--- config.mk ---
export PLATFORM = sky130hd
export DESIGN_NAME = dmem_port_arbiter
export DESIGN_NICKNAME = d
export VERILOG_FILES = /design/src/rtl/rns_pkg.sv /design/src/rtl/arb_starve_ctr.sv /design/src/rtl/dmem_port_arbiter.sv
export SDC_FILE = /design/constraint.sdc
export NUM_CORES = 1
export LEC_CHECK = 0
export CORE_MARGIN = 4
export CORE_UTILIZATION = 45
export CTS_CLUSTER_SIZE = 10
export DETAILED_ROUTE_END_ITERATION = 8
export HOLD_SLACK_MARGIN = 0.06
export PLACE_DENSITY = 0.86
export SETUP_SLACK_MARGIN = 0.02
export SYNTH_ARGS = -nofsm -noshare
export SYNTH_HDL_FRONTEND = slang
export SYNTH_SLANG_ARGS = --single-unit
--- constraint.sdc ---
create_clock -name clk -period 3.82 [get_ports clk]
set_clock_uncertainty 0.2 [all_clocks]
set_input_delay 0.764 -clock clk [delete_from_list [all_inputs] [get_ports clk]]
set_output_delay 0.764 -clock clk [all_outputs]
set_load 0.02 [all_outputs]
--- src/rtl/rns_pkg.sv ---
// Shared types and widths for the RNS datapath blocks around Data_Mem.
package rns_pkg;

  localparam int NUM_DOMAINS = 1;
  localparam int DATA_WID    = NUM_DOMAINS * 8;

  // Which requester a pending one-cycle read belongs to
  typedef enum logic [1:0] {
    OWN_NONE = 2'd0,
    OWN_PL   = 2'd1,
    OWN_DBG  = 2'd2
  } owner_t;

  // Arbiter state: normal pipeline priority, or a forced debug slot
  typedef enum logic {
    S_PL  = 1'b0,
    S_DBG = 1'b1
  } arb_state_t;

endpackage

--- src/rtl/arb_starve_ctr.sv ---
// Saturating starvation counter for the debug requester.
// at_limit looks at the value the counter will hold after this edge, so the
// arbiter can switch state in the same cycle the limit is reached.
module arb_starve_ctr #(
  parameter int LIMIT = 4,
  parameter int CW    = $clog2(LIMIT + 1)
) (
  input  logic clk,
  input  logic reset,
  input  logic inc,
  input  logic clr,
  output logic at_limit
);

  localparam logic [CW-1:0] LIM = CW'(LIMIT);

  logic [CW-1:0] cnt;
  logic [CW-1:0] cnt_nxt;

  // Next count: clear wins, increment saturates at the limit
  always_comb begin
    cnt_nxt = cnt;
    if (clr) begin
      cnt_nxt = '0;
    end else if (inc && (cnt != LIM)) begin
      cnt_nxt = cnt + CW'(1);
    end
    at_limit = (cnt_nxt == LIM);
  end

  // Counter register
  always_ff @(posedge clk or negedge reset) begin
    if (!reset) begin
      cnt <= '0;
    end else begin
      cnt <= cnt_nxt;
    end
  end

endmodule

--- src/rtl/dmem_port_arbiter.sv ---
// Shares the single Data_Mem port between the EX-stage load/store path and
// the debug/loader port. Pipeline has priority; a starvation counter forces a
// debug slot. Read data (one-cycle latency) is steered back to its requester.
module dmem_port_arbiter #(
  parameter int NUM_DOMAINS  = 1,
  parameter int ADDR_WID     = 16,
  parameter int STARVE_LIMIT = 4
) (
  input  logic                       clk,
  input  logic                       reset,
  input  logic                       pl_req,
  input  logic                       pl_we,
  input  logic [ADDR_WID-1:0]        pl_addr,
  input  logic [NUM_DOMAINS*8-1:0]   pl_wdata,
  output logic                       pl_gnt,
  output logic                       pl_stall,
  output logic                       pl_rvalid,
  output logic [NUM_DOMAINS*8-1:0]   pl_rdata,
  input  logic                       dbg_req,
  input  logic                       dbg_we,
  input  logic [ADDR_WID-1:0]        dbg_addr,
  input  logic [NUM_DOMAINS*8-1:0]   dbg_wdata,
  output logic                       dbg_gnt,
  output logic                       dbg_rvalid,
  output logic [NUM_DOMAINS*8-1:0]   dbg_rdata,
  output logic [ADDR_WID-1:0]        mem_rd_addr,
  output logic [ADDR_WID-1:0]        mem_wr_addr,
  output logic [NUM_DOMAINS*8-1:0]   mem_wr_data,
  output logic                       mem_wr_en,
  input  logic [NUM_DOMAINS*8-1:0]   mem_dout
);

  import rns_pkg::*;

  localparam int DW = NUM_DOMAINS * 8;

  arb_state_t          state;
  owner_t              rd_owner;

  logic                dbg_sel;
  logic                any_gnt;
  logic                sel_we;
  logic [ADDR_WID-1:0] sel_addr;
  logic [DW-1:0]       sel_wdata;

  logic [ADDR_WID-1:0] rd_addr_q;
  logic [ADDR_WID-1:0] wr_addr_q;
  logic [DW-1:0]       wr_data_q;
  logic [DW-1:0]       pl_rdata_q;
  logic [DW-1:0]       dbg_rdata_q;

  logic                cnt_inc;
  logic                cnt_clr;
  logic                at_limit;

  // Grant decision; debug wins only in its forced slot or when the pipeline is idle
  always_comb begin
    dbg_sel  = dbg_req & ((state == S_DBG) | ~pl_req);
    dbg_gnt  = reset & dbg_sel;
    pl_gnt   = reset & pl_req & ~dbg_sel;
    pl_stall = reset & pl_req & ~pl_gnt;
    any_gnt  = pl_gnt | dbg_gnt;
  end

  // Steer the granted requester onto the memory port; idle port holds last addresses
  always_comb begin
    sel_we    = dbg_gnt ? dbg_we    : pl_we;
    sel_addr  = dbg_gnt ? dbg_addr  : pl_addr;
    sel_wdata = dbg_gnt ? dbg_wdata : pl_wdata;
    mem_wr_en = any_gnt & sel_we;
    mem_rd_addr = (any_gnt & ~sel_we) ? sel_addr  : rd_addr_q;
    mem_wr_addr = (any_gnt &  sel_we) ? sel_addr  : wr_addr_q;
    mem_wr_data = (any_gnt &  sel_we) ? sel_wdata : wr_data_q;
  end

  // Read return: valid to the recorded owner only, the other side keeps its last data
  always_comb begin
    pl_rvalid  = (rd_owner == OWN_PL);
    dbg_rvalid = (rd_owner == OWN_DBG);
    pl_rdata   = pl_rvalid  ? mem_dout : pl_rdata_q;
    dbg_rdata  = dbg_rvalid ? mem_dout : dbg_rdata_q;
  end

  // Debug is being starved only while the pipeline holds priority over it
  always_comb begin
    cnt_inc = (state == S_PL) & pl_req & dbg_req;
    cnt_clr = dbg_gnt | ~dbg_req;
  end

  arb_starve_ctr #(
    .LIMIT (STARVE_LIMIT)
  ) u_starve (
    .clk      (clk),
    .reset    (reset),
    .inc      (cnt_inc),
    .clr      (cnt_clr),
    .at_limit (at_limit)
  );

  // Arbitration FSM and read-owner tracking
  always_ff @(posedge clk or negedge reset) begin
    if (!reset) begin
      state    <= S_PL;
      rd_owner <= OWN_NONE;
    end else begin
      case (state)
        S_PL:    if (at_limit) state <= S_DBG;
        S_DBG:   state <= S_PL;
        default: state <= S_PL;
      endcase
      if (any_gnt && !sel_we) begin
        rd_owner <= dbg_gnt ? OWN_DBG : OWN_PL;
      end else begin
        rd_owner <= OWN_NONE;
      end
    end
  end

  // Holding registers for idle-port addresses and the last returned read data
  always_ff @(posedge clk or negedge reset) begin
    if (!reset) begin
      rd_addr_q   <= '0;
      wr_addr_q   <= '0;
      wr_data_q   <= '0;
      pl_rdata_q  <= '0;
      dbg_rdata_q <= '0;
    end else begin
      rd_addr_q   <= mem_rd_addr;
      wr_addr_q   <= mem_wr_addr;
      wr_data_q   <= mem_wr_data;
      pl_rdata_q  <= pl_rdata;
      dbg_rdata_q <= dbg_rdata;
    end
  end

endmodule

## After elaboration in Yosys (flattened, before gate mapping)

Index checks and enable logic that the tools add are counted.

- Register bits: 62
- Output and inout port bits: 62
- Bits of input ports: 62

- Bitwise gates (word level): 18
- Equality and inequality tests: 4
- Add/sub/neg operators: 1
- Muxes and demuxes: 14
- Reductions and logical operators: 3

Operators with widths:

| operator | number |
|---|---|
| $mux 16 | 3 |
| $mux 8 | 4 |
| $and 1x1->1 | 9 |
| $mux 3 | 2 |
| $not 1->1 | 6 |
| $mux 2 | 2 |
| $add 3x1->3 const B | 1 |
| $eq 3x3->1 const B | 1 |
| $ne 3x3->1 const B | 1 |
| $or 1x1->1 | 3 |
| $eq 2x1->1 const B | 1 |
| $eq 2x2->1 const B | 1 |
| $logic_and 1x1->1 | 2 |
| $mux 1 | 2 |
| $pmux 1 s2 | 1 |
| $logic_not 1->1 | 1 |

## Depth between registers and ports, before layout

- Word-level depth: 9
- Depth in mapped cells: 6
- Gate-level depth less buffers: 6

## Modules after synthesis

Synthesis repeated with hierarchy kept, for this count alone.

- Cell total of the unflattened synthesis: 187
- Area, all modules: 2,808.9 um2

Modules (own cells, without submodules):

| module | cells each | area each (um2) | instances | seq. area each (um2) |
|---|---|---|---|---|
| dmem_port_arbiter | 169 | 2,612.5 | 1 | 1,476.4 |
| arb_starve_ctr | 18 | 196.4 | 1 | 75.1 |

## Worst setup path after synthesis

Ideal clock, no wire load.

- Path kind: input -> output
- Start: input dbg_req
- End: output mem_rd_addr[10]
- Slack: 928 ps
- Stages on the path: 5
- Required time: 2,856 ps
- Data arrival time: 1,928 ps
- Path buffers: 1
- Cell sequence: nand2_1 -> nand3_1 -> o22ai_4 -> buf_6 -> mux2i_1

- Longest elaborated chain between the ends: 6

Ends and longest elaborated chain:

| what | RTL line | RTL |
|---|---|---|
| from (decl) | dmem_port_arbiter.sv:19 | `input logic dbg_req,` |
| $and 1x1->1 * | dmem_port_arbiter.sv:58 | `dbg_sel = dbg_req & ((state == S_DBG) \| ~pl_req);` |
| $not 1->1 or $and 1x1->1 (tied branches) | dmem_port_arbiter.sv:60, dmem_port_arbiter.sv:59 |  |
| $and 1x1->1 or $mux 1 (tied branches) | dmem_port_arbiter.sv:60, dmem_port_arbiter.sv:67 |  |
| $or 1x1->1 or $not 1->1 (tied branches) | dmem_port_arbiter.sv:62, dmem_port_arbiter.sv:71 |  |
| $and 1x1->1 | dmem_port_arbiter.sv:71 | `mem_rd_addr = (any_gnt & ~sel_we) ? sel_addr : rd_addr_q;` |
| $mux 16 * | dmem_port_arbiter.sv:71 |  |
| to (decl) | dmem_port_arbiter.sv:26 | `output logic [ADDR_WID-1:0] mem_rd_addr,` |

Mark *: on every way between the ends. The rest lies on a longest branch, timed or not.

## Worst setup path after layout

- Start: input pl_req
- End: output mem_wr_addr[13]

- Longest elaborated chain between the ends: 8

Ends and longest elaborated chain:

| what | RTL line | RTL |
|---|---|---|
| from (decl) | dmem_port_arbiter.sv:11 | `input logic pl_req,` |
| $not 1->1 | dmem_port_arbiter.sv:58 |  |
| $or 1x1->1 | dmem_port_arbiter.sv:58 |  |
| $and 1x1->1 | dmem_port_arbiter.sv:58 |  |
| $not 1->1 | dmem_port_arbiter.sv:60 | `pl_gnt = reset & pl_req & ~dbg_sel;` |
| $and 1x1->1 | dmem_port_arbiter.sv:60 |  |
| $or 1x1->1 | dmem_port_arbiter.sv:62 | `any_gnt = pl_gnt \| dbg_gnt;` |
| $and 1x1->1 | dmem_port_arbiter.sv:72 | `mem_wr_addr = (any_gnt & sel_we) ? sel_addr : wr_addr_q;` |
| $mux 16 * | dmem_port_arbiter.sv:72 |  |
| to (decl) | dmem_port_arbiter.sv:27 | `output logic [ADDR_WID-1:0] mem_wr_addr,` |

Marks and branches as above.

==> impl_metrics.ini <==
[status]
status = complete, no violations

[routing]
drcViolationCount = 0
wl_met3_um = 555
drt_iter0_drc = 110
wl_per_cell_um = 16.8
met1_length_um = 3000
ant_nets = 0
via_per_inst = 4.96
maxUsedRoutingLayer = met4
routed_wl_um = 7840
vias = 2319
first_pass_iters = 4
met2_wirelength_um = 4120

[die]
die_h_um = 86.2
io_pins = 124
die_area_sq_um = 7420
core_sq_um = 5920
die_w_um = 86.2
fp-row-count = 28
start_util_pct = 46.4

[synthesis]
synth_compound_area_share_pct = 7.15
synthArstFlopShare_pct = 100
ys_warn_count = 0
syn_area_per_cell_sq_um = 11.5
synth_fa_ha_area_share_pct = 0.910
synth_top_family_by_area = multiplexers
synth_fp_nets = 302
ys_seq_elements = 62
synth_cell_types = 27
synth_edf_count = 0
syn_area_sq_um = 2750
synthMuxAreaShare_pct = 19.2
synth_xor_area_share_pct = 0.319
synthSimpleGateAreaFrac_pct = 10.2
synth_cells = 238
synth_seq_area_share_pct = 56.4
ys_dominant_reg_cell = dfrtp_1

[layout]
layout.nets = 452
fill_cells = 427
insertedDiodeCount = 0
syn2layout_area_growth_pct = 61.4
drive_above_1_share_pct = 18.1
fin_util_pct = 75.0

[sta]
fin_crit_sh_pct = 96.7
slew_violations = 0
finalSetupViolCount = 0
fin_crit_ps = 3690
hold_viol = 0
slew_headroom_pct = 51.0
tightest_slew_ps = 734
setup_tns_ps = 0
rsz0062_at_grt = false
max_freq_ghz = 0.271
setup_ws_ps = 127

[placement]
gp_congestion = 0.752
hpwlAfterDp_um = 5630
port_buffers = 123
place_ws_ps = -112

[grt]
grt_pass1_vias = 2506
overflow = 0
grt_pass1_wl_um = 12400
groute.usage.overall_pct = 22.1
grt_max_degree = 60
antenna_found_initial = 0

[clock_network]
h-tree-depth = 3
clock-sinks = 62
cts_setup_buffers = 0
clock_path_buffers = 2
postCtsHoldBufs = 0
clk_pin_slew_ps = 70
root_buffer = clkbuf_8
insertion_delay_ps = 330
numCtsBuffers = 9
cts_tree = built

[run]
max-cap-violations = 0

[critical_path]
critPathLaunchType = primary input
critPathKind = in2out
cp_max_fo = 23
slowest_stage = clkdlybuf4s50_1
cp_cell_sequence = clkdlybuf4s50_1 > and2b_4 > o32ai_4 > bufbuf_16 > nor2_1 > a21oi_1 > clkbuf_2
slowest_delay_ps = 480
arrival_ps = 2730
required_ps = 2860
cp-end-kind = output port
path_buf_inv = 3
cp_top_family = buffers and inverters

[power_and_ir_drop]
finalPower_uw = 2210
power.leakage_uw = 0.00200
powerDensity_nw_per_um2 = 497
peakVddDrop_uv = 358

[hold_path]
hold_class = in2async
-- stage by stage --
step           cell area (sq um)  cells  hold WS (ps)
4_1_cts                     4440    468          63.0
3_5_place_dp                4220    451           283
2_1_floorplan               2750    238           268
3_3_place_gp                4220    451           277
6_report                    4440    468          79.7
5_1_grt                     4440    468          67.8
-- Yosys cell counts (2+ instances only) --
cell / n / area, sq um
a21oi_1: 16 / 80.1
a31oi_1: 8 / 50.1
buf_2: 2 / 10.0
buf_4: 5 / 37.5
buf_6: 2 / 22.5
clkbuf_1: 2 / 7.51
dfrtp_1: 62 / 1550
ha_1: 2 / 25.0
inv_1: 19 / 71.3
mux2_2: 18 / 203
mux2i_1: 31 / 310
nand2_1: 23 / 86.3
nand2b_1: 3 / 18.8
nand3_1: 3 / 15.0
nor2_1: 27 / 101
nor2b_1: 4 / 25.0
-- layout make-up --
cell class,count,area [sq um],area share [%]
Tap cell,75,93.8,2.11
Clock buffer,13,169,3.81
Timing Repair Buffer,150,1440,32.4
Inverter,21,81.3,1.83
Sequential cell,62,1550,35.0
Clock inverter,3,65.1,1.47
Multi-Input combinational cell,144,1040,23.4
-- flip-flops by register name, indices dropped and copies added, names as in the netlist --
register	flops
wr_data_q	8
state	1
wr_addr_q	16
u_starve.cnt	3
rd_addr_q	16
dbg_rdata_q	8
rd_owner	2
pl_rdata_q	8
-- cell usage in the layout, fill, tap and decap left out, drive strengths merged --
| master | count |
|---|---|
| a21bo | 1 |
| a21oi | 16 |
| a31o | 1 |
| a31oi | 8 |
| and2b | 1 |
| buf | 27 |
| bufbuf | 1 |
| bufinv | 2 |
| clkbuf | 14 |
| clkdlybuf4s50 | 80 |
| clkinv | 1 |
| dfrtp | 62 |
| dlygate4sd2 | 40 |
| dlymetal6s2s | 1 |
| ha | 2 |
| inv | 21 |
| mux2 | 19 |
| mux2i | 31 |
| nand2 | 23 |
| nand2b | 3 |
| nand3 | 4 |
| nor2 | 27 |
| nor2b | 4 |
| nor4 | 1 |
| o22ai | 1 |
| o32ai | 1 |
| xnor2 | 1 |
-- worst register-to-register path, stage by stage, from the launching register on --
cell,delay (ps)
dfrtp_1,390
and2b_4,220
o32ai_4,350
bufbuf_16,380
nor2_1,80
a21oi_1,220
buf_4,160
-- what timing repair did --
item / 4_1_cts / 5_1_grt
setup endpoints to repair: 39 / 2
gates resized for setup: 42 / 2
gates cloned: 1 / 0
endpoints found under the hold margin: 0 / 0
-- logic make-up (layout without fill, tap and decap cells) --
| logic type | Yosys count | count (layout) |
|---|---|---|
| buffers and inverters | 32 | 187 |
| xor gates and xnor gates | 1 | 1 |
| adders and majority gates | 2 | 2 |
| DFF | 62 | 62 |
| AOI/OAI and AO/OA | 28 | 28 |
| and+or+nand+nor | 63 | 63 |
| muxes | 50 | 50 |
-- per-layer routing --
| metal | vias up | track usage [%] |
|---|---|---|
| li1 | 1094 | - |
| met1 | 1125 | 25.2 |
| met2 | 86 | 38.8 |
| met3 | 14 | 5.09 |
| met4 | 0 | 10.8 |
| met5 | - | 0 |
-- power breakdown --
group / switching [uW] / internal [uW] / total [uW] / leakage (uW)
Combinational: 386 / 336 / 723 / 0.00116
Clock: 248 / 420 / 668 / 0.000120
Sequential: 35.7 / 780 / 816 / 0.000721
-- path summary, 6_finish.rpt --
kind / from / end / slack, ps / cells after the start
worst max-delay path: pl_req / mem_wr_addr[13] / 130 / 7
worst max register to register: state / wr_addr_q[13] / 1760 / 6
worst min register to register: dbg_rdata_q[5] / dbg_rdata_q[5] / 300 / 1
max in group asynchronous: reset / wr_data_q[0] / 2370 / 2
worst min-delay path: reset / u_starve.cnt[0] / 80 / 1
min in group clk: dbg_rdata_q[5] / dbg_rdata_q[5] / 300 / 1
No activity file was read; power rests on OpenSTA's default activity.
